## config.mk

```make
export PLATFORM = sky130hd
export DESIGN_NAME = mem_stage
export DESIGN_NICKNAME = d
export VERILOG_FILES = /design/src/rtl/mem_stage.sv
export SDC_FILE = /design/constraint.sdc
export NUM_CORES = 1
export LEC_CHECK = 0
export ABC_AREA = 1
export CORE_MARGIN = 2
export CORE_UTILIZATION = 46
export CTS_CLUSTER_SIZE = 40
export DETAILED_ROUTE_END_ITERATION = 8
export GPL_TIMING_DRIVEN = 1
export PLACE_DENSITY_LB_ADDON = 0.3
export REMOVE_ABC_BUFFERS = 1
export SYNTH_ARGS = -nofsm -noshare
export SYNTH_HDL_FRONTEND = slang
export SYNTH_SLANG_ARGS = --single-unit
export TNS_END_PERCENT = 20
```

## constraint.sdc

```tcl
create_clock -name clk -period 3.2 [get_ports clk]
set_input_delay 0.32 -clock clk [delete_from_list [all_inputs] [get_ports clk]]
set_output_delay 0.32 -clock clk [all_outputs]
set_load 0.05 [all_outputs]
```

## src/rtl/mem_stage.sv

```systemverilog
// mem_stage: MEM pipeline stage; lw/sw go to a one-outstanding data bus, other ops pass through in one cycle.
// Latency 1 cycle (non-mem/misaligned), 1+N for memory; stall_o holds upstream during ACCESS; optional MEM_STAGE_TIMEOUT_EN abort.
module mem_stage #(
  parameter int unsigned TIMEOUT_CYCLES = 255
) (
  input  logic        clk,
  input  logic        rst_n,
  input  logic        valid_i,
  input  logic [4:0]  ALUop_i,
  input  logic [31:0] ALUOut_i,
  input  logic [31:0] StoreData_i,
  output logic        stall_o,
  output logic        valid_o,
  output logic [31:0] WBData_o,
  output logic [4:0]  ALUop_o,
  output logic        err_o,
  output logic        dmem_req_o,
  output logic        dmem_we_o,
  output logic [31:0] dmem_addr_o,
  output logic [31:0] dmem_wdata_o,
  input  logic        dmem_ready_i,
  input  logic [31:0] dmem_rdata_i
);

  localparam logic [4:0] OP_LW = 5'b10100;
  localparam logic [4:0] OP_SW = 5'b10101;

  typedef enum logic {IDLE, ACCESS} state_t;

  state_t      state, state_nxt;
  logic        is_mem;
  logic        start;
  logic        retire;
  logic        ret_err;
  logic [31:0] ret_data;
  logic [4:0]  ret_op;
  logic [4:0]  op_q;
  logic        we_q;
  logic        expire;

  assign is_mem = (ALUop_i == OP_LW) || (ALUop_i == OP_SW);

`ifdef MEM_STAGE_TIMEOUT_EN
  localparam logic [15:0] TO_LIM = 16'(TIMEOUT_CYCLES);
  logic [15:0] cnt;

  // Expiry is judged on the value the counter would take at this edge.
  assign expire = ((cnt + 16'd1) == TO_LIM);

  always_ff @(posedge clk or negedge rst_n) begin
    if (!rst_n) begin
      cnt <= 16'd0;
    end else if (start) begin
      cnt <= 16'd0;
    end else if (state == ACCESS) begin
      cnt <= cnt + 16'd1;
    end
  end
`else
  logic unused_timeout_cfg;
  assign unused_timeout_cfg = (TIMEOUT_CYCLES != 0);
  assign expire = 1'b0;
`endif

  always_ff @(posedge clk or negedge rst_n) begin
    if (!rst_n) begin
      state <= IDLE;
    end else begin
      state <= state_nxt;
    end
  end

  always_comb begin
    state_nxt = state;
    start     = 1'b0;
    retire    = 1'b0;
    ret_err   = 1'b0;
    ret_data  = 32'd0;
    ret_op    = op_q;
    case (state)
      IDLE: begin
        if (valid_i) begin
          ret_op = ALUop_i;
          if (!is_mem) begin
            retire   = 1'b1;
            ret_data = ALUOut_i;
          end else if (ALUOut_i[1:0] != 2'b00) begin
            retire  = 1'b1;
            ret_err = 1'b1;
          end else begin
            start     = 1'b1;
            state_nxt = ACCESS;
          end
        end
      end
      ACCESS: begin
        // A ready on the expiry edge still completes normally.
        if (dmem_ready_i) begin
          retire    = 1'b1;
          state_nxt = IDLE;
          ret_data  = (op_q == OP_LW) ? dmem_rdata_i : 32'd0;
        end else if (expire) begin
          retire    = 1'b1;
          ret_err   = 1'b1;
          state_nxt = IDLE;
        end
      end
      default: state_nxt = IDLE;
    endcase
  end

  always_ff @(posedge clk or negedge rst_n) begin
    if (!rst_n) begin
      valid_o      <= 1'b0;
      WBData_o     <= 32'd0;
      ALUop_o      <= 5'd0;
      err_o        <= 1'b0;
      op_q         <= 5'd0;
      we_q         <= 1'b0;
      dmem_addr_o  <= 32'd0;
      dmem_wdata_o <= 32'd0;
    end else begin
      valid_o <= retire;
      if (retire) begin
        WBData_o <= ret_data;
        ALUop_o  <= ret_op;
        err_o    <= ret_err;
      end
      if (start) begin
        op_q         <= ALUop_i;
        we_q         <= (ALUop_i == OP_SW);
        dmem_addr_o  <= ALUOut_i;
        dmem_wdata_o <= (ALUop_i == OP_SW) ? StoreData_i : 32'd0;
      end
    end
  end

  assign stall_o    = (state == ACCESS);
  assign dmem_req_o = (state == ACCESS);
  assign dmem_we_o  = (state == ACCESS) && we_q;

endmodule

```

# After elaboration in Yosys (flattened, before gate mapping)
# Cells that the tools add are included.
# totals
elab_cells	38
reg_bits	110
out_inout_bits	106
# op_classes
n_reduce_logical	3
mux	22
eq_ne	3
bitwise_logic	1
# ops
cell	count
32-bit 2-to-1 mux	5
32-bit case mux with 2 select lines	1
5-bit equality test (second input constant)	3
1-bit 2-to-1 mux	11
5-bit 2-to-1 mux	2
1-bit case mux with 2 select lines	3
2-bit nonzero test	1
1-bit logical AND	1
1-bit logical OR	1
1-bit NOT	1

# Logic depth before layout (Yosys ltp)
# depth
word_depth	5
mapped_depth	8

# Worst setup path before layout
# No wires, ideal clock.
# synth_path
path_type	reg2reg
startpoint	register state (netlist: dmem_req_o)
endpoint	register dmem_addr_o[15]
t_arrival_ns	1.512
path_stages_with_launch	8
setup_ns	0.066
synth_period_minus_slack_ns	1.578
path_slack_ns	1.622
required_ns	3.134
n_path_buf	2
path_cell_list	dfrtp_1 > nor2_4 > nand2_1 > nor2_2 > buf_4 > buf_4 > nand2_1 > nand2_1
# synth_between
elab_chain_cells	1
# synth_rtl
element	line	text
start: declaration	30	state_t state, state_nxt;
start signal: assignment	69	state <= state_nxt;
1-bit 2-to-1 mux	80	case (state)
end signal: assignment	132	dmem_addr_o <= ALUOut_i;
end: declaration	19	output logic [31:0] dmem_addr_o,
# No other way between the ends.
# A chain may end at the register's enable or synchronous reset.

# Worst setup path after layout
# layout_path
startpoint	register state (netlist: dmem_req_o)
endpoint	output dmem_we_o
# layout_between
elab_chain_cells	1
# layout_rtl
element	line	text
1-bit logical AND	140	assign dmem_we_o = (state == ACCESS) && we_q;
end: declaration	18	output logic dmem_we_o,
# No other way between the ends.

==> results by group <==
Worst setup path
  – Start of the worst register-to-register path: dmem_req_o
  – Path type of the worst setup path: reg -> out
  – Worst reg2reg path depth: 6
  – Max Fanout on Critical Path: 6
  – Crit-path cells: nand2_1 -> inv_1 -> clkdlybuf4s50_1
  – Crit path max-delay cell type: clkdlybuf4s50_1
  – Crit start category: flip-flop
  – Crit-path max cell delay: 810 ps
  – Worst Setup End Kind: primary output
  – R2R setup slack: 1090 ps
  – Arr. time, crit path: between 1500 and 2000 ps
  – RR Endpoint: dmem_wdata_o[26]
  – Required @ worst endpoint: 2880 ps

Yosys
  – Netlist cell types: 15
  – Top FF cell, synth: dfrtp_1
  – Mean Syn Cell Area: 7.571 sq um
  – Synthesized cell area: 5012 sq um
  – Count leader, synth: nand2_1
  – Flip-flop and latch count after synthesis: 110
  – Synth cell count leaders: nand2_1, dfrtp_1, nand3_1
  – Synth top area share: 54.92%
  – EDFF count, synth: 0
  – Post-Synthesis Cells: ~660
  – Yosys Warn Count: 0
  – Seq/Total Area, Yosys: around 55%
  – Cell taking the most area after synthesis: dfrtp_1
  – Synth top area cells: dfrtp_1, nand2_1, nand3_1, inv_1, nor2_1
  – Post-synth ARST share: 100.0%

STA
  – Max-slew headroom: 46.15%
  – Max Slew Vio Count: 0
  – Slew at the pin closest to its max-slew limit: 806.9 ps
  – Final Hold Fails: 0
  – Final setup viols: 0
  – Worst hold slack: 489.2 ps
  – Fin crit share: 67.03%
  – Max frequency: 466.2 MHz
  – Fin crit period: ~2100 ps
  – RSZ-0062 raised after global routing: false
  – Clock Skew: between 15 and 20 ps

Layout
  – Final net count: 963
  – Layout cell share with drive strength beyond 1: between 4 and 5%
  – Layout area overhead: 48.55%
  – Fillcell total: 907
  – Final core utilization: 69.29%
  – # diodes: 0

Global route
  – Initial antenna violation count: 0
  – GRT Total Usage: a little over a quarter
  – GRT overflow: 0
  – First-pass GRT wire length: 23,940 um
  – Vias in the first global route: 4,934
  – Pin count of the biggest net entering global routing: 59

Worst hold path
  – Hold Crit Depth: 2
  – Hold Path Sink: op_q[4]
  – Class of the worst hold path: reg -> reg
  – Critical hold path startpoint: op_q[4]

Pwr
  – PD cells: around 440 nW/um^2
  – Cell Int Power: 2.184 mW
  – Clock power frac: 26.7%
  – Switching share of power: about a third
  – Net Switching: 1.092 mW
  – Final Power: 3.276 mW
  – Sequential Power Share: between 40% and 50%
  – Combinational Power Share: 26.2%
  – Static Leak: 3.909 nW
  – Peak VDD IR: 0.0002326 V

Clock network
  – Worst-skew pair later-pin latency: 370 ps
  – CTS tree: done
  – Cts bufs inserted: 9
  – CTS root buffer: clkbuf_8
  – Setup Buffers After CTS: 0
  – Clock sinks: 110
  – CTS Buffer Depth: 2
  – Htree depth: 3
  – Reg clk slew, reported paths: 90 ps

Route
  – Iter 0 DRT Violations: about 270
  – Routed vias/inst: 4.980
  – TritonRoute pass-1 iters: 5
  – Final WL: 15,010 um
  – Vias: 4,995
  – Routed len/inst: about 15 um
  – # DRC: 0
  – Antenna-violating nets left: 0

Floorplanning
  – IO Pins: approximately 210
  – Initial Util: 46.65%
  – Row cnt: 38
  – DIE AREA: ~12,000 sq um
  – Placeable Area: 10,750 sq um
  – Die height: between 100 and 150 um
  – Chip Width: 108.4 um

Outcome
  – Status: completed

Run
  – Max Cap Viol: 0

Placed design
  – DP HPWL: ~11,000 um
  – Port Buffers: 210
  – Final GP Congestion: about 0.8
-- layout by cell type (no fill, tap or decap) --
cell and n:
buf_4 13, nand2_2 1, nor2_4 2, clkdlybuf4s50_1 209, nand3_1 105, clkbuf_8 9, o21ai_1 2, nor3_2 1
nor2_1 40, clkinv_2 2, clkinv_4 1, inv_6 1, buf_12 1, nand4_1 1, nand2_1 278, dlygate4sd3_1 1
inv_1 77, inv_8 2, dfrtp_1 110, bufinv_16 1, nor2_2 1, o21ai_0 5
-- what timing repair did --
item,4_1_cts,5_1_grt
resized for setup,0,0
hold buffers,1,0
hold endpoints to repair,29,0
-- power by group through the flow --
stage                     Sequential (mW)  Combinational, mW  Clock (mW)
after global placement               1.57              0.850           0
after global routing                 1.55              0.915       0.957
after floorplan                      1.88              0.137           0
after detailed placement             1.57              0.862           0
final                                1.54              0.859       0.874
after CTS                            1.54              0.866       0.893
-- flip-flops by register name (all words and copies together) (netlist names) --
register	cells
WBData_o	32
dmem_addr_o	32
dmem_wdata_o	32
ALUop_o	5
op_q	5
dmem_req_o	1
err_o	1
valid_o	1
we_q	1
-- layout make-up --
| type | count | area, sq um | area share, % |
|---|---|---|---|
| Clock inverter | 7 | 80.08 | 1.075 |
| Sequential cell | 110 | 2753 | 36.97 |
| Multi-Input combinational cell | 436 | 1805 | 24.25 |
| Clock buffer | 9 | 123.9 | 1.664 |
| Timing Repair Buffer | 224 | 2220 | 29.81 |
| Tap cell | 140 | 175.2 | 2.353 |
| Inverter | 77 | 289.0 | 3.882 |
-- layer usage --
metal	track usage, %	vias up	part of all wire, %
met4	11.26	0	3.6
met1	32.55	2340	39
met3	4.702	39	7.1
li1	-	2394	-
met5	0	-	0
met2	44.61	222	51
-- through the flow --
stage	area [sq um]	setup slack, ps	instances	setup TNS (ps)
2_1_floorplan	4832	-254.1	623	-16270
3_3_place_gp	7232	802.5	986	0
3_5_place_dp	7232	754.2	986	0
4_1_cts	7446	1037	1003	0
5_1_grt	7446	952.4	1003	0
6_report	7446	1055	1003	0
-- worst max path at each step --
stage | start | endpoint | slack [ps] | cells past startpoint
after floorplan | dmem_req_o | dmem_req_o | -250 | 3
after global placement | valid_i | dmem_wdata_o[22] | 800 | 8
after detailed placement | valid_i | dmem_wdata_o[4] | 750 | 8
after CTS | dmem_req_o | dmem_we_o | 1040 | 3
after global routing | dmem_req_o | dmem_wdata_o[26] | 950 | 6
final | dmem_req_o | dmem_we_o | 1060 | 3
-- critical path: cells and delay by family, from the launching register on --
kind | cells | cell delay [ps]
buffers and inverters | 2 | 870
flip-flops | 1 | 510
AND/OR/NAND/NOR | 1 | 80
-- logic make-up after synthesis --
family	Yosys count	share of synthesized area [%]
simple gates	429	35.02
flops	110	54.92
buf+inv	116	9.361
compound gates	7	0.6989
(Power assumes the default switching activity.)
